[config.mk]
export PLATFORM = sky130hd
export DESIGN_NAME = frame_rect_fill
export DESIGN_NICKNAME = d
export VERILOG_FILES = /design/src/rtl/frame_rect_fill.sv
export SDC_FILE = /design/constraint.sdc
export NUM_CORES = 1
export LEC_CHECK = 0
export CAP_MARGIN = 40
export CORE_MARGIN = 3
export CORE_UTILIZATION = 65
export CTS_BUF_LIST = sky130_fd_sc_hd__clkbuf_2 sky130_fd_sc_hd__clkbuf_4 sky130_fd_sc_hd__clkbuf_8
export DETAILED_ROUTE_END_ITERATION = 8
export DONT_BUFFER_PORTS = 1
export PLACE_DENSITY = 0.81
export SKIP_LAST_GASP = 1
export SYNTH_ARGS = -nofsm -noshare
export SYNTH_HDL_FRONTEND = slang
export SYNTH_SLANG_ARGS = --single-unit
[constraint.sdc]
create_clock -name clk -period 4.6 [get_ports clk]
set_input_delay 0.46 -clock clk [delete_from_list [all_inputs] [get_ports clk]]
set_output_delay 0.46 -clock clk [all_outputs]
set_load 0.01 [all_outputs]
[src/rtl/frame_rect_fill.sv]
// rtl/frame_rect_fill.sv - rectangle fill engine writing a frame buffer in raster order
// Define FRAME_RECT_FILL_CLIP_EN to clip off-screen pixels instead of rejecting the request.
module frame_rect_fill #(
    parameter int H_RES = 320,
    parameter int V_RES = 240
) (
    input  logic        clk,
    input  logic        rst,
    input  logic        req_valid,
    output logic        req_ready,
    input  logic [8:0]  req_x,
    input  logic [7:0]  req_y,
    input  logic [8:0]  req_w,
    input  logic [7:0]  req_h,
    input  logic [11:0] req_color,
    output logic        wea,
    output logic [16:0] addra,
    output logic [11:0] dina,
    output logic        busy,
    output logic        done,
    output logic        err
);
    typedef enum logic [1:0] {IDLE, FILL, DONE} state_t;

    localparam logic [9:0]  H_LIM    = 10'(H_RES);
    localparam logic [8:0]  V_LIM    = 9'(V_RES);
    localparam logic [18:0] ROW_STEP = 19'(H_RES);

    state_t      state_q, state_d;
    logic [9:0]  x_q, x_d, col_q, col_d, col_last_q, col_last_d;
    logic [8:0]  row_q, row_d, row_last_q, row_last_d;
    logic [18:0] row_base_q, row_base_d;
    logic [11:0] color_q, color_d;
    logic        err_q, err_d;
    logic        reject, in_range;
    logic [9:0]  x_end;
    logic [8:0]  y_end;

    assign x_end = {1'b0, req_x} + {1'b0, req_w};
    assign y_end = {1'b0, req_y} + {1'b0, req_h};

`ifdef FRAME_RECT_FILL_CLIP_EN
    assign reject   = 1'b0;
    assign in_range = (col_q < H_LIM) && (row_q < V_LIM);
`else
    assign reject   = (x_end > H_LIM) || (y_end > V_LIM) ||
                      ({1'b0, req_x} >= H_LIM) || ({1'b0, req_y} >= V_LIM);
    assign in_range = 1'b1;
`endif

    always_comb begin
        state_d    = state_q;
        x_d        = x_q;
        col_d      = col_q;
        col_last_d = col_last_q;
        row_d      = row_q;
        row_last_d = row_last_q;
        row_base_d = row_base_q;
        color_d    = color_q;
        err_d      = 1'b0;
        unique case (state_q)
            IDLE: begin
                if (req_valid) begin
                    x_d        = {1'b0, req_x};
                    col_d      = {1'b0, req_x};
                    col_last_d = x_end - 10'd1;
                    row_d      = {1'b0, req_y};
                    row_last_d = y_end - 9'd1;
                    // One multiply per request; the per-pixel path only adds ROW_STEP.
                    row_base_d = 19'(req_y) * ROW_STEP;
                    color_d    = req_color;
                    if (reject)
                        err_d = 1'b1;
                    else if (req_w == 9'd0 || req_h == 8'd0)
                        state_d = DONE;
                    else
                        state_d = FILL;
                end
            end
            FILL: begin
                if (col_q == col_last_q) begin
                    col_d = x_q;
                    if (row_q == row_last_q) begin
                        state_d = DONE;
                    end else begin
                        row_d      = row_q + 9'd1;
                        row_base_d = row_base_q + ROW_STEP;
                    end
                end else begin
                    col_d = col_q + 10'd1;
                end
            end
            DONE:    state_d = IDLE;
            default: state_d = IDLE;
        endcase
    end

    always_ff @(posedge clk or negedge rst) begin
        if (!rst) begin
            state_q    <= IDLE;
            x_q        <= '0;
            col_q      <= '0;
            col_last_q <= '0;
            row_q      <= '0;
            row_last_q <= '0;
            row_base_q <= '0;
            color_q    <= '0;
            err_q      <= 1'b0;
        end else begin
            state_q    <= state_d;
            x_q        <= x_d;
            col_q      <= col_d;
            col_last_q <= col_last_d;
            row_q      <= row_d;
            row_last_q <= row_last_d;
            row_base_q <= row_base_d;
            color_q    <= color_d;
            err_q      <= err_d;
        end
    end

    assign req_ready = (state_q == IDLE);
    assign wea       = (state_q == FILL) && in_range;
    assign addra     = 17'(row_base_q + 19'(col_q));
    assign dina      = color_q;
    assign busy      = (state_q != IDLE);
    assign done      = (state_q == DONE);
    assign err       = err_q;
endmodule

==> flow_summary.toml <==
[cts]
post_cts_resized = 0
numCtsBuffers = 9
clkLatencyLatePin_ns = 0.36
clkSlewWorstSetupHoldPaths_ns = 0.09
cts_sinks = 73
ctsRootBufferMaster = "clkbuf_8"
clk_path_buf_depth = 2
cts_tree = "built"
cts-htree-levels = 3

[critical_path]
critical-path-top-delay-family = "simple AND/OR/NAND/NOR gates"
worstPathMaxFanout = 19
end_kind = "register"
critical_path_class = "reg -> reg"
critical-path-max-stage-delay_ns = 0.85
path_depth = 6
required_ns = 4.89
critPathBufInv = 0
worstPathArrival_ns = 3.79
startpoint_type = "register"
crit_chain = "xor2_1 > nor4_1 > nand4_2 > o31ai_4 > and2_1 > a22o_1"
reg2reg_depth = 6
cpMaxStageDelayCell = "o31ai_4"

[global_route]
grt_max_degree = 74
grt_pass1_wl_um = 23900
grt_pass1_vias = 4846
gr-total-overflow = 0
track_usage = 0.297
antenna_found_initial = 0

[cells_and_area]
final_nets = 722
drive_above_1_share = 0.0835
regArea_mm2 = 0.00183
multi_input_comb_area_mm2 = 0.00362
fill_cells = 671
diodes = 0
syn2layout_area_growth_pct = 4.39
fin_area_mm2 = 0.00595
final_core_util = 0.710

[timing]
timing.final.crit_share = 0.762
finalMaxSlewViolations = 0
fin_skew_ns = 0.0109
max_slew.worst_pin.slew_ns = 0.770
slew_headroom = 0.487
hold_slack_ns = 0.250
rsz0062_at_grt = "false"
finalHoldViolCount = 0
setup_viol = 0
min_period_ns = 3.51
tns_ns = 0
max_freq_mhz = 285

[min_path]
holdPathStages = 1
hold_class = "in -> reg"

[synth]
synth_warnings = 0
syn_nets = 743
synth.distinct_cells = 70
synth_edf_count = 0
ys_top_cells_by_count = "73 x dfrtp_1, 68 x a21oi_1, 55 x nand2_1"
syn_area_mm2 = 0.00570
synthMostInstantiatedCell = "dfrtp_1"
synthArstFlopShare = 1.00
synthCells = 651
synth_ff_type = "dfrtp_1"
synth_area_leaders = "dfrtp_1 32%, ha_1 8.8%, a21oi_1 6.0%"
yosys.area.top_type = "dfrtp_1"
yosys_register_bits = 73
synth-seq-area-share = 0.321
synth_top_cell_area_share = 0.321
postSynthAreaPerCell_um2 = 8.75

[flow_run]
maxCapViolations = 0

[die]
fp-row-count = 33
die_area_mm2 = 0.00992
core-area_mm2 = 0.00838
dieHeight_um = 99.6
io_pins = 83
die_x_um = 99.6
initial_core_util = 0.680

[status]
status = "completed"

[placed_design]
placed_area_mm2 = 0.00571
hpwl_um = 10800
io_buffers = 0
gp_congestion = 0.926

[drt]
drt_wl_total_um = 14400
drc_errors = 0
first_pass_iters = 5
antenna_left = 0
routed_via_density = 6.74
num_vias = 4985
wire_per_inst_um = 19.5
dr.first_iter.drc_count = 360

[pwr]
power_density_mw_per_mm2 = 621
ir_drop_mv = 0.470
leakagePower_nw = 2.54
p_total_w = 0.00369
[per-layer routing]
metal | vias to the layer above | routed length, µm | GRT usage
li1 | 2360 | - | -
met1 | 2397 | 6470 | 0.407
met2 | 204 | 6680 | 0.471
met3 | 24 | 1030 | 0.0715
met4 | 0 | 275 | 0.0872
met5 | - | 0 | 0
[timing repair]
item / in CTS / in global routing
hold buffers: 2 / 0
endpoints found under the hold margin: 73 / 0
setup buffers: 0 / 0
[layout by cell type (no fill, tap or decap), drive strengths merged, types with 12 or more instances in the layout]
cell type  count
dfrtp         73
a21oi         68
nand2         55
nor2          41
ha            40
o21ai         38
xnor2         27
xor2          27
inv           22
nand3         19
mux2          19
o22ai         16
nor3          12
[kinds of logic (layout without fill, tap and decap cells)]
kind of cell / Yosys count / after routing / share of synthesized area
fa+ha+maj: 43 / 43 / 0.0984
buf+inv: 60 / 44 / 0.0437
compound gates: 208 / 208 / 0.239
mux: 29 / 29 / 0.0551
flops: 73 / 73 / 0.321
simple gates: 184 / 184 / 0.160
xor+xnor: 54 / 54 / 0.0830
[metrics by stage]
| stage | setup slack [ns] | cells |
|---|---|---|
| after global placement | 1.35 | 721 |
| after global routing | 0.843 | 740 |
| final | 1.09 | 740 |
| after detailed placement | 1.15 | 722 |
| after floorplan | 1.86 | 651 |
| after CTS | 1.15 | 740 |
[path summary, 6_finish.rpt]
kind,from,endpoint,slack [ns]
worst max-delay path,col_q[2],row_q[7],1.09
worst min register to register,x_q[2],x_q[2],0.51
worst min-delay path,req_x[6],x_q[6],0.25
min in group asynchronous,rst,row_base_q[11],0.68
max in group asynchronous,rst,row_last_q[5],3.63
worst max register to register,col_q[2],row_q[7],1.09
[cell type report]
cell class	instances	share of cell area
Clock buffer	10	0.0221
Sequential cell	73	0.307
Multi-Input combinational cell	518	0.609
Tap cell	105	0.0221
Clock inverter	6	0.0114
Inverter	23	0.0145
Timing Repair Buffer	5	0.0135
[where the power goes]
part / switching [W] / internal (W)
registers: 0.000438 / 0.000955
clock network: 0.000256 / 0.000258
logic: 0.00103 / 0.000760
total: 0.00172 / 0.00197
[flip-flops by register name, summed over array words and instances, names as in the netlist]
name,count
dina,12
row_base_q,11
col_last_q,10
col_q,10
row_last_q,9
row_q,9
x_q,9
state_q,2
err,1
Note: power is estimated with default switching activity, not from simulation.
